`src/rtl/led_pattern_ctrl_pkg.sv`:
```
// Shared types and constants for the LED pattern controller: FSM state
// encoding, switch pattern codes and the per-pattern seed values.
package led_ctrl_pkg;

   typedef enum logic [2:0] {
      IDLE   = 3'd0,
      SHIFT  = 3'd1,
      BOUNCE = 3'd2,
      BLINK  = 3'd3,
      FILL   = 3'd4
   } state_t;

   localparam logic [1:0] PAT_SHIFT  = 2'b00;
   localparam logic [1:0] PAT_BOUNCE = 2'b01;
   localparam logic [1:0] PAT_BLINK  = 2'b10;
   localparam logic [1:0] PAT_FILL   = 2'b11;

   localparam logic [3:0] SEED_SHIFT  = 4'b0001;
   localparam logic [3:0] SEED_BOUNCE = 4'b0001;
   localparam logic [3:0] SEED_BLINK  = 4'b1111;
   localparam logic [3:0] SEED_FILL   = 4'b0000;

   function automatic state_t pat_state(input logic [1:0] pat);
      state_t st;
      case (pat)
         PAT_SHIFT:  st = SHIFT;
         PAT_BOUNCE: st = BOUNCE;
         PAT_BLINK:  st = BLINK;
         default:    st = FILL;
      endcase
      return st;
   endfunction

   function automatic logic [3:0] pat_seed(input logic [1:0] pat);
      logic [3:0] seed;
      case (pat)
         PAT_SHIFT:  seed = SEED_SHIFT;
         PAT_BOUNCE: seed = SEED_BOUNCE;
         PAT_BLINK:  seed = SEED_BLINK;
         default:    seed = SEED_FILL;
      endcase
      return seed;
   endfunction

endpackage

```
`src/rtl/led_pattern_ctrl_sw_debounce.sv`:
```
// Two-flop synchronizer plus per-bit debounce counter for the slide switches.
// sw_db is the accepted value including any change committed at the coming edge.
module sw_debounce #(
   parameter int DB_CYCLES = 50_000,
   parameter int WIDTH     = 4
) (
   input  logic             clk_in,
   input  logic             rst,
   input  logic [WIDTH-1:0] sw,
   output logic [WIDTH-1:0] sw_db
);

   localparam int CW = (DB_CYCLES > 1) ? $clog2(DB_CYCLES) : 1;
   localparam logic [CW-1:0] CNT_LAST = CW'(DB_CYCLES - 1);

   logic [WIDTH-1:0] sync1_reg;
   logic [WIDTH-1:0] sync2_reg;

   always_ff @(posedge clk_in) begin
      if (rst) begin
         sync1_reg <= '0;
         sync2_reg <= '0;
      end else begin
         sync1_reg <= sw;
         sync2_reg <= sync1_reg;
      end
   end

   genvar gi;
   generate
      for (gi = 0; gi < WIDTH; gi++) begin : g_bit
         logic [CW-1:0] cnt_reg;
         logic [CW-1:0] cnt_next;
         logic          acc_reg;
         logic          acc_next;

         // Any cycle where the synchronized bit agrees with the accepted one restarts the count.
         always_comb begin
            acc_next = acc_reg;
            cnt_next = '0;
            if (sync2_reg[gi] != acc_reg) begin
               if (cnt_reg == CNT_LAST) begin
                  acc_next = sync2_reg[gi];
               end else begin
                  cnt_next = cnt_reg + 1'b1;
               end
            end
         end

         always_ff @(posedge clk_in) begin
            if (rst) begin
               cnt_reg <= '0;
               acc_reg <= 1'b0;
            end else begin
               cnt_reg <= cnt_next;
               acc_reg <= acc_next;
            end
         end

         assign sw_db[gi] = acc_next;
      end
   endgenerate

endmodule

```
`src/rtl/led_pattern_ctrl.sv`:
```
// Mode/step controller for the 4-LED shifter: debounced switches select a
// pattern, a tick divider paces the steps, and led/step are registered here.
module led_pattern_ctrl
   import led_ctrl_pkg::*;
#(
   parameter int TICK_DIV  = 500_000,
   parameter int DB_CYCLES = 50_000
) (
   input  logic       clk_in,
   input  logic       rst,
   input  logic [3:0] sw,
   output logic [3:0] led,
   output logic       step,
   output logic [2:0] mode
);

   localparam int CW = $clog2(TICK_DIV);
   localparam logic [CW-1:0] CNT_LAST = CW'(TICK_DIV - 1);

   logic [3:0] sw_db;

   sw_debounce #(
      .DB_CYCLES (DB_CYCLES),
      .WIDTH     (4)
   ) u_sw_debounce (
      .clk_in (clk_in),
      .rst    (rst),
      .sw     (sw),
      .sw_db  (sw_db)
   );

   logic       run_acc;
   logic       dir_acc;
   logic [1:0] pat_acc;

   assign run_acc = sw_db[0];
   assign dir_acc = sw_db[1];
   assign pat_acc = sw_db[3:2];

   state_t        state_reg, state_next;
   logic [3:0]    led_reg, led_next;
   logic          step_reg, step_next;
   logic [CW-1:0] cnt_reg, cnt_next;
   logic          bdir_reg, bdir_next;       // bounce direction, 1 = right
   logic [1:0]    last_pat_reg, last_pat_next;
   logic          last_vld_reg, last_vld_next;
   logic          tick;
   logic          reload;
   state_t        target;

   assign tick   = (state_reg != IDLE) && (cnt_reg == CNT_LAST);
   assign target = pat_state(pat_acc);

   // Priority: leaving to IDLE, then pattern change/reload, then the tick update.
   always_comb begin
      state_next    = state_reg;
      led_next      = led_reg;
      step_next     = 1'b0;
      cnt_next      = cnt_reg;
      bdir_next     = bdir_reg;
      last_pat_next = last_pat_reg;
      last_vld_next = last_vld_reg;
      reload        = 1'b0;

      if (!run_acc) begin
         state_next = IDLE;
         cnt_next   = '0;
      end else begin
         last_pat_next = pat_acc;
         last_vld_next = 1'b1;
         if (state_reg == IDLE) begin
            state_next = target;
            cnt_next   = '0;
            reload     = !last_vld_reg || (last_pat_reg != pat_acc);
         end else if (state_reg != target) begin
            state_next = target;
            cnt_next   = '0;
            reload     = 1'b1;
         end else if (tick) begin
            cnt_next  = '0;
            step_next = 1'b1;
            case (state_reg)
               SHIFT: begin
                  led_next = dir_acc ? {led_reg[0], led_reg[3:1]}
                                     : {led_reg[2:0], led_reg[3]};
               end
               BOUNCE: begin
                  if (!bdir_reg) begin
                     if (led_reg[3]) begin
                        led_next  = {1'b0, led_reg[3:1]};
                        bdir_next = 1'b1;
                     end else begin
                        led_next = {led_reg[2:0], 1'b0};
                     end
                  end else begin
                     if (led_reg[0]) begin
                        led_next  = {led_reg[2:0], 1'b0};
                        bdir_next = 1'b0;
                     end else begin
                        led_next = {1'b0, led_reg[3:1]};
                     end
                  end
               end
               BLINK: begin
                  led_next = ~led_reg;
               end
               FILL: begin
                  if (led_reg == 4'b1111) begin
                     led_next = 4'b0000;
                  end else begin
                     led_next = dir_acc ? {1'b1, led_reg[3:1]}
                                        : {led_reg[2:0], 1'b1};
                  end
               end
               default: begin
                  led_next = led_reg;
               end
            endcase
         end else begin
            cnt_next = cnt_reg + 1'b1;
         end
      end

      if (reload) begin
         led_next  = pat_seed(pat_acc);
         bdir_next = 1'b0;
      end
   end

   always_ff @(posedge clk_in) begin
      if (rst) begin
         state_reg    <= IDLE;
         led_reg      <= 4'b0001;
         step_reg     <= 1'b0;
         cnt_reg      <= '0;
         bdir_reg     <= 1'b0;
         last_pat_reg <= PAT_SHIFT;
         last_vld_reg <= 1'b0;
      end else begin
         state_reg    <= state_next;
         led_reg      <= led_next;
         step_reg     <= step_next;
         cnt_reg      <= cnt_next;
         bdir_reg     <= bdir_next;
         last_pat_reg <= last_pat_next;
         last_vld_reg <= last_vld_next;
      end
   end

   assign led  = led_reg;
   assign step = step_reg;
   assign mode = state_reg;

endmodule

```
`config.mk`:
```
export PLATFORM = sky130hd
export DESIGN_NAME = led_pattern_ctrl
export DESIGN_NICKNAME = d
export VERILOG_FILES = /design/src/rtl/led_pattern_ctrl_pkg.sv /design/src/rtl/led_pattern_ctrl_sw_debounce.sv /design/src/rtl/led_pattern_ctrl.sv
export SDC_FILE = /design/constraint.sdc
export NUM_CORES = 1
export LEC_CHECK = 0
export CORE_UTILIZATION = 40
export DETAILED_ROUTE_END_ITERATION = 7
export SETUP_SLACK_MARGIN = 0.02
export SYNTH_ARGS = -nofsm -noshare
export SYNTH_HDL_FRONTEND = slang
export SYNTH_HIERARCHICAL = 1
export SYNTH_SLANG_ARGS = --single-unit
```
`constraint.sdc`:
```
create_clock -name clk_in -period 4.1 [get_ports clk_in]
set_clock_uncertainty 0.1 [all_clocks]
set_input_delay 1.025 -clock clk_in [delete_from_list [all_inputs] [get_ports clk_in]]
set_output_delay 1.025 -clock clk_in [all_outputs]
set_load 0.05 [all_outputs]
```
==> impl_metrics.toml, run 1 <==
[setup_path]
timing.critical_path.to_type = "flip-flop"
data_required_time_at_the_worst_endpoint_ns = 4.25
crit_fanout = 6
critical_path_cell_by_cell = "ha_1 > and3_1 > nand4_1 > mux2_2 > inv_1 > ha_1 > xnor2_1 > nand4b_1 > a2111oi_0 > a21oi_1 > a311oi_1"
timing.critical_path.slowest_cell_delay_ns = 0.66
crit_path_top_delay_cell = "a2111oi_0"
worst-setup-path-type = "flip-flop to flip-flop"
crit_arrival_ns = 3.62
cpLargestDelayFamily = "compound AO/OA/AOI/OAI gates"
setup.worst_path.start_class = "flip-flop"
critical-path-top-cell-by-count = "ha_1"
path_buf_inv = 1

[finish]
syn_to_final_growth_pct = 10.8
antenna_cells = 0
num-nets-final = 584
layout.cell_area.non_filler_mm2 = 0.00555
nFillCells = 1225
share_of_post_route_cells_with_drive_strength_above_1_pct = 5.06
flip_flop_count_of_the_largest_register_all_copies_and_words_added = 64

[detailed_routing]
ratio_of_routed_vias_to_standard_cells = 5.19
final_antenna_net_count = 0
detail_route.first_pass.iterations = 4
wire_per_inst_um = 12.4
drt_wl_total_um = 9200
overall_via_count_from_detail_route = 3843
drtIter0Drc = 186
drt_drc_violations_left = 0

[global_route]
global_route_wire_length_before_repair_um = 16200
grt_start_max_net_pins = 25
antenna_found_initial = 0
vias_in_the_first_global_route = 3649
grt_remaining_overflow = 0
grt_use_total_pct = 15.4

[power_and_ir_drop]
vdd.ir_drop.worst_v = 0.000311
p_leak_nw = 1.66
fin_total_pwr_w = 0.00190
power_per_cell_area_mw_per_mm2 = 342

[clock_network]
tritoncts = "done"
cts-buffers-inserted = 9
postCtsSetupBuffers = 0
post_cts_resized = 0
clk_pin_slew_ns = 0.07
cts_root_buffer = "clkbuf_16"
cts_num_sinks = 107
clk-insertion-delay-late_ns = 0.34
h_tree_lvls = 3
clock_tree_buf_depth = 2
hold_buffers = 0

[floorplan]
core_mm2 = 0.0121
initial_core_util_pct = 41.4
die_height_um = 114
std_cell_rows = 40
pin_count = 14
die_w_um = 114
die_footprint_mm2 = 0.0130

[sta]
final_report_hold_violation_count = 0
worst_slew_pin_slew_ns = 0.705
report.final.setup_viol = 0
hold_slack_ns = 0.343
maxClockFrequency_mhz = 289
fin_tns_setup_ns = 0
max_slew_margin_pct = 52.9
final_max_slew_viol_count = 0
final.min_clock_period_ns = 3.46
unrepaired_setup_endpoints_after_global_routing = "no"
layout_worst_path_cycle_share_pct = 84.5

[yosys]
synth-compound-area-share_pct = 4.72
post_synth_num_cell_types = 52
synth.avg_cell_area_um2 = 8.90
synth-simple-area-share_pct = 31.3
synthXorXnorAreaFrac_pct = 13.5
postSynthCellCount = 563
synth.ff_latch_count = 107
synth_sequential_area_ratio_pct = 42.8
yosys_warnings = 6
combinational_family_with_the_most_area_after_synthesis = "simple AND/OR/NAND/NOR gates"
synth_enable_flop_cells = 0
mappedNetlistNets = 579
yosys_most_used_dff = "dfxtp_1"
syn-cell-area_mm2 = 0.00501
synth_adder_area_share_pct = 2.50
async_reset_ff_share_pct = 0
synth.mux.area_fraction_pct = 2.15

[placement]
place_area_mm2 = 0.00526
portBuffers = 13
dp_hpwl_um = 6460
routability_driven_placement_congestion_ratio = 0.807

[outcome]
outcome = "finished, final reports clean"

[hold_path]
type_of_the_worst_min_delay_path = "flip-flop to flip-flop"

[run]
drv.max_cap_violation_count = 0
==> cell usage after synthesis (2+ instances only) <==
library cell  instances  area [um2]
ha_1                 10         125
and2_1                5        31.3
and3_1               13        81.3
nand3_1              29         145
inv_1                16        60.1
mux2_2                6        67.6
nand4b_1              2        17.5
nand4_1              31         194
and4_1                6        52.6
nor4_1               17         106
nor3_1               14        70.1
buf_2                 3        15.0
o221ai_1              2        17.5
nand2b_1              8        50.1
a21oi_1               8        40.0
clkbuf_1             12        45.0
o211ai_1              4        30.0
nor4b_1               5        43.8
dfxtp_1             107        2140
o22ai_1               2        12.5
nor4bb_1              5        50.1
buf_4                 5        37.5
nor2_1               97         364
o21ai_0               3        15.0
mux2i_1               4        40.0
xor2_1               24         210
and4b_1               2        20.0
or3_1                 2        12.5
or4_1                 2        15.0
nor2b_1              15        93.8
nor3b_1               5        37.5
nand2_1              24        90.1
xnor2_1              53         464
a311oi_1              2        17.5
nand3b_1              3        22.5
==> metrics by stage <==
stage | utilization, % | std cells | worst slack, ns
global placement | 43.4 | 725 | 0.816
finish | 45.8 | 741 | 0.636
global route | 45.8 | 741 | 0.222
detailed placement | 43.4 | 725 | 0.682
CTS | 45.8 | 741 | 0.639
floorplan | - | 563 | 0.943
==> layout make-up <==
type | instances | area (um2) | area share [%]
Multi-Input combinational cell | 420 | 2710 | 48.8
Sequential cell | 107 | 2140 | 38.6
Clock buffer | 13 | 270 | 4.87
Tap cell | 168 | 210 | 3.79
Timing Repair Buffer | 14 | 138 | 2.48
Inverter | 16 | 60.1 | 1.08
Clock inverter | 3 | 21.3 | 0.383
==> kinds of logic after synthesis <==
logic type      Yosys count
fa+ha+maj                10
flops                   107
mux                      10
simple gates            292
xor+xnor                 77
buf+inv                  36
compound gates           31
==> per-layer routing <==
layer  vias up  wire length (um)  GRT usage [%]
li1       1977                 -              -
met1      1807              4500           19.1
met2        51              4290           25.7
met3         8               301           4.94
met4         0               102           4.24
met5         -                 0              0
==> power by group <==
| group | switching [W] | internal [W] |
|---|---|---|
| Clock | 0.000369 | 0.000462 |
| Combinational | 0.0000120 | 0.00000928 |
| Sequential | 0.00000252 | 0.00104 |
==> path summary, 6_finish.rpt <==
kind / start / to / slack, ns / depth (start not counted)
worst max-delay path: u_sw_debounce/g_bit[2].cnt_reg[0] / bdir_reg / 0.64 / 11
worst min register to register: u_sw_debounce/sync1_reg[2] / u_sw_debounce/sync2_reg[2] / 0.34 / 1
worst max register to register: u_sw_debounce/g_bit[2].cnt_reg[0] / bdir_reg / 0.64 / 11
worst min-delay path: u_sw_debounce/sync1_reg[2] / u_sw_debounce/sync2_reg[2] / 0.34 / 1
==> cell usage in the layout (no fill, tap or decap), types with 3 or more instances in the layout <==
cell type,netlist,routed
dfxtp_1,107,107
nand3b_1,3,3
ha_1,10,10
and4_1,6,6
nor2_1,97,97
nor4_1,17,17
nor4b_1,5,5
and2_1,5,5
nand4_1,31,31
and3_1,13,13
nor3b_1,5,5
inv_1,16,16
nor4bb_1,5,5
xnor2_1,53,53
mux2i_1,4,4
nor3_1,14,14
nand2_1,24,24
clkbuf_8,0,3
nor2b_1,15,15
a21oi_1,8,8
nand3_1,29,29
o211ai_1,4,4
xor2_1,24,24
clkdlybuf4s50_1,0,13
o21ai_0,3,3
clkbuf_16,0,9
nand2b_1,8,8
mux2_2,6,6
Note: power is estimated with default switching activity, not from simulation.
==> run 2: changes to the inputs <==
clock period = 3.4 ns   (was 4.1 ns; I/O delays follow)
==> run 2 against run 1 <==
Net effect: clock power grew 20%; non-clock buffer count grew 10; sequential power grew 20%; critical endpoint is now led[3]; highest routed layer unchanged.
==> impl_metrics.toml, run 2 (synthesized netlist as in run 1, its figures left out) <==
[outcome]
outcome = "finished, final reports clean"

[floorplan]
std_cell_rows = 40
die_height_um = 114
core_mm2 = 0.0121
die_footprint_mm2 = 0.0130
die_w_um = 114
pin_count = 14
initial_core_util_pct = 41.4

[placement]
routability_driven_placement_congestion_ratio = 0.825
dp_hpwl_um = 6570
post_placement_cell_count = 730
portBuffers = 13

[global_route]
antenna_found_initial = 0
gr-usage-met2_pct = 25.9
grt_remaining_overflow = 0
grt_use_total_pct = 15.7
grt_start_max_net_pins = 20
busiest_layer = "met2"
global_route_wire_length_before_repair_um = 16500
vias_in_the_first_global_route = 3640
groute.layer.met3.usage_pct = 5.84
grtUsageMet1_pct = 19.4

[setup_path]
rrSetupSlack_ns = 0.19
timing.rr.end = "led[3]"
worst-setup-path-type = "flip-flop to flip-flop"
setup.worst_path.start_class = "flip-flop"
worst_r2r_startpoint = "u_sw_debounce/g_bit[3].cnt_reg[15]"
r2r_cells = 11
crit_arrival_ns = 3.37
data_required_time_at_the_worst_endpoint_ns = 3.57
crit_fanout = 6
timing.critical_path.to_type = "flip-flop"

[clock_network]
hold_buffers = 0
cts_num_sinks = 107
tritoncts = "done"
h_tree_lvls = 3
clk_pin_slew_ns = 0.07
cts_root_buffer = "clkbuf_16"
clock_tree_buf_depth = 2
clk-insertion-delay-late_ns = 0.35
cts-buffers-inserted = 9

[sta]
hold_slack_ns = 0.339
final_max_slew_viol_count = 0
final.min_clock_period_ns = 3.21
worst_slew_pin_slew_ns = 0.601
final_report_hold_violation_count = 0
layout_worst_path_cycle_share_pct = 94.3
max_slew_margin_pct = 59.8
fin_tns_setup_ns = 0
report.final.setup_viol = 0
maxClockFrequency_mhz = 312

[detailed_routing]
wire_per_inst_um = 12.9
final_antenna_net_count = 0
drtIter0Drc = 271
drt_drc_violations_left = 0
ratio_of_routed_vias_to_standard_cells = 5.16
drt_wl_total_um = 9650
detail_route.first_pass.iterations = 4
overall_via_count_from_detail_route = 3872

[run]
drv.max_cap_violation_count = 0

[finish]
most-common-layout-cells = "97 x nor2_1, 95 x dfxtp_1, 52 x xnor2_1"
layout_commonest_cell = "nor2_1"
final_cells = 751
num-nets-final = 594
share_of_post_route_cells_with_drive_strength_above_1_pct = 11.7
postLayoutCoreUtil_pct = 47.8
nFillCells = 1174
antenna_cells = 0
flip_flop_count_of_the_largest_register_all_copies_and_words_added = 64
syn_to_final_growth_pct = 15.5

[hold_path]
holdPathStages = 1
hold_path_startpoint = "u_sw_debounce/sync1_reg[1]"
type_of_the_worst_min_delay_path = "flip-flop to flip-flop"
min_to = "u_sw_debounce/sync2_reg[1]"

[power_and_ir_drop]
fin_total_pwr_w = 0.00228
vdd.ir_drop.worst_v = 0.000398
p_leak_nw = 1.72
power_per_cell_area_mw_per_mm2 = 395
## run 2: cell count changes in the layout (fill, tap and decap cells not counted), moves of 3 or more
cell	previous run	this run
nor4bb_1	5	2
dfxtp_1	107	95
buf_4	1	11
dfxtp_4	0	3
nor4bb_4	0	3
ha_1	10	6
dfxtp_2	0	9
ha_4	0	3
## run 2: how the worst max path moves through the flow
stage                     slack [ns]                               start       end  cells past startpoint
final                           0.19  u_sw_debounce/g_bit[3].cnt_reg[15]    led[3]                     11
after global routing           -0.01  u_sw_debounce/g_bit[2].cnt_reg[15]    led[3]                     11
after CTS                       0.03  u_sw_debounce/g_bit[3].cnt_reg[15]    led[0]                     10
after detailed placement       0.004   u_sw_debounce/g_bit[2].cnt_reg[0]  bdir_reg                     11
after global placement          0.20   u_sw_debounce/g_bit[2].cnt_reg[0]    led[3]                     11
after floorplan                 0.24   u_sw_debounce/g_bit[2].cnt_reg[0]    led[3]                     12
## run 2: power breakdown
group          internal [W]  switching (W)
sequential          0.00126     0.00000334
clock              0.000523       0.000474
combinational     0.0000121      0.0000157
total               0.00179       0.000493
## run 2: metal layers
metal / part of all wire (%) / vias to the layer above
met5: 0 / -
met4: 1.1 / 0
met3: 3.7 / 8
met2: 47 / 49
met1: 48 / 1810
li1: - / 2005
## run 2: cell type report
class / count / area [um2] / area share, %
flip-flops and latches: 107 / 2160 / 37.4
multi-input cells: 420 / 2850 / 49.3
well taps: 168 / 210 / 3.63
clock buffers: 10 / 239 / 4.13
repair buffers: 24 / 213 / 3.68
clock inverters: 6 / 47.5 / 0.822
inverters: 16 / 62.6 / 1.08
## run 2: worst max-delay path, cell delays in order (launching register included)
cell	delay (ns)
dfxtp_1	0.37
nor4bb_4	0.33
nand4_1	0.19
mux2_4	0.38
inv_1	0.10
ha_4	0.22
xnor2_2	0.19
nand4b_1	0.26
a2111oi_4	0.41
buf_4	0.19
nand4_1	0.12
a311oi_2	0.26
## run 2: repair_timing
item | CTS | global route
setup buffers | 1 | 4
endpoints found under the hold margin | 0 | 0
setup endpoints to repair | 4 | 24
pin swaps | 1 | 9
gates resized for setup | 2 | 38
## run 2: per-stage QoR
step / setup WS, ns / instance area [um2]
after floorplan: 0.243 / 5010
after global placement: 0.196 / 5300
after detailed placement: 0.00421 / 5300
after CTS: 0.0288 / 5600
after global routing: -0.0138 / 5790
final: 0.194 / 5790
==> run 3: changes to the inputs <==
PLACE_DENSITY_LB_ADDON = 0.05   (was default)
==> run 3 against run 2 <==
Net effect: hold slack better by 0.0096 ns; critical endpoint is now led[2]; setup slack got worse by 0.025 ns; largest power group unchanged; sequential share of layout area down 0.67 points.
==> impl_metrics.toml, run 3 (synthesized netlist as in run 1, its figures left out) <==
[finish]
multi_input_comb_area_mm2 = 0.00284
most-common-layout-cells = "102 x dfxtp_1, 97 x nor2_1, 52 x xnor2_1"
layout.cell_area.non_filler_mm2 = 0.00585
final_cells = 758
antenna_cells = 0
layout_commonest_cell = "dfxtp_1"
flip_flop_count_of_the_largest_register_all_copies_and_words_added = 64
seq_area_mm2 = 0.00215
share_of_post_route_cells_with_drive_strength_above_1_pct = 11.4
postLayoutCoreUtil_pct = 48.3
syn_to_final_growth_pct = 16.8
num-nets-final = 601
nFillCells = 1210

[floorplan]
die_footprint_mm2 = 0.0130
die_height_um = 114
pin_count = 14
initial_core_util_pct = 41.4
die_w_um = 114
std_cell_rows = 40
core_mm2 = 0.0121

[global_route]
antenna_found_initial = 0
global_route_wire_length_before_repair_um = 16600
grt_start_max_net_pins = 20
grt_remaining_overflow = 0
vias_in_the_first_global_route = 3573
grt_use_total_pct = 16.0

[clock_network]
clk-insertion-delay-late_ns = 0.35
cts_num_sinks = 107
h_tree_lvls = 3
cts_root_buffer = "clkbuf_16"
hold_buffers = 0
clock_tree_buf_depth = 2
clk_pin_slew_ns = 0.07
tritoncts = "done"
cts-buffers-inserted = 9

[power_and_ir_drop]
fin_total_pwr_w = 0.00243
vdd.ir_drop.worst_v = 0.000321
p_leak_nw = 1.78
power_per_cell_area_mw_per_mm2 = 416

[placement]
place_area_mm2 = 0.00533
setup_slack_at_placement_ns = 0.0645
portBuffers = 13
routability_driven_placement_congestion_ratio = 0.780
post_placement_cell_count = 734
dp_hpwl_um = 6510

[detailed_routing]
drt_wl_total_um = 9700
wire_per_inst_um = 12.8
detail_route.first_pass.iterations = 5
drt_drc_violations_left = 0
overall_via_count_from_detail_route = 3850
ratio_of_routed_vias_to_standard_cells = 5.08
final_antenna_net_count = 0
drtIter0Drc = 239

[setup_path]
crit_fanout = 7
crit_path_top_delay_cell = "a2111oi_4"
timing.critical_path.to_type = "flip-flop"
crit_arrival_ns = 3.36
worst-setup-path-type = "flip-flop to flip-flop"
path_buf_inv = 2
critical_path_cell_by_cell = "nor4bb_2 > nand4_1 > mux2_4 > inv_1 > ha_1 > xnor2_2 > nand4b_1 > a2111oi_4 > buf_4 > mux2i_1 > o22ai_1"
setup.worst_path.start_class = "flip-flop"
data_required_time_at_the_worst_endpoint_ns = 3.53
cpLargestDelayFamily = "simple AND/OR/NAND/NOR gates"
timing.critical_path.slowest_cell_delay_ns = 0.47

[sta]
setup_ws_ns = 0.169
layout_worst_path_cycle_share_pct = 95.0
max_slew_margin_pct = 62.0
worst_slew_pin_slew_ns = 0.568
report.final.setup_viol = 0
maxClockFrequency_mhz = 310
final_report_hold_violation_count = 0
final.min_clock_period_ns = 3.23
final_max_slew_viol_count = 0

[outcome]
outcome = "finished, final reports clean"

[run]
drv.max_cap_violation_count = 0

[hold_path]
type_of_the_worst_min_delay_path = "flip-flop to flip-flop"
-- run 3: routing by layer --
metal	wire length, um	vias up	part of all wire [%]	global-route usage (%)
met3	324	14	3.3	4.99
met5	0	-	0	0
met1	4720	1789	49	20.7
met2	4510	35	46	25.1
li1	-	2012	-	-
met4	153	0	1.6	5.71
-- run 3: final timing paths --
check                           slack (ns)                          startpoint  cells after the start                          to
worst max register to register        0.17  u_sw_debounce/g_bit[3].cnt_reg[13]                     11                      led[2]
worst max-delay path                  0.17  u_sw_debounce/g_bit[3].cnt_reg[13]                     11                      led[2]
worst min register to register        0.35          u_sw_debounce/sync1_reg[0]                      1  u_sw_debounce/sync2_reg[0]
worst min-delay path                  0.35          u_sw_debounce/sync1_reg[0]                      1  u_sw_debounce/sync2_reg[0]
-- run 3: layout make-up --
class / count / area share [%]
inverters: 16 / 1.03
clock buffers: 12 / 4.39
well taps: 168 / 3.59
clock inverters: 4 / 1.24
repair buffers: 31 / 4.54
multi-input cells: 420 / 48.5
flip-flops and latches: 107 / 36.7
-- run 3: where the power goes --
| part | switching [W] | internal [W] |
|---|---|---|
| registers | 0.00000339 | 0.00126 |
| logic | 0.0000151 | 0.0000129 |
| clock network | 0.000458 | 0.000685 |
-- run 3: worst reg2reg max path, delay by kind of cell, from the launching register on --
family / cells / cell delay, ns
AO/OA/AOI/OAI: 2 / 0.55
XOR/XNOR: 1 / 0.19
adder cells (fa/ha/maj): 1 / 0.27
buffers and inverters: 2 / 0.26
flip-flops: 1 / 0.35
multiplexers: 2 / 0.56
AND/OR/NAND/NOR: 3 / 0.83
-- run 3: timing repair --
item	4_1_cts	5_1_grt
resized for setup	0	28
setup endpoints to repair	0	5
buffers inserted	0	8
-- run 3: stage by stage --
step	setup TNS, ns	hold slack (ns)
2_1_floorplan	0	0.314
3_3_place_gp	0	0.327
3_5_place_dp	0	0.334
4_1_cts	0	0.350
5_1_grt	-0.0125	0.365
6_report	0	0.349
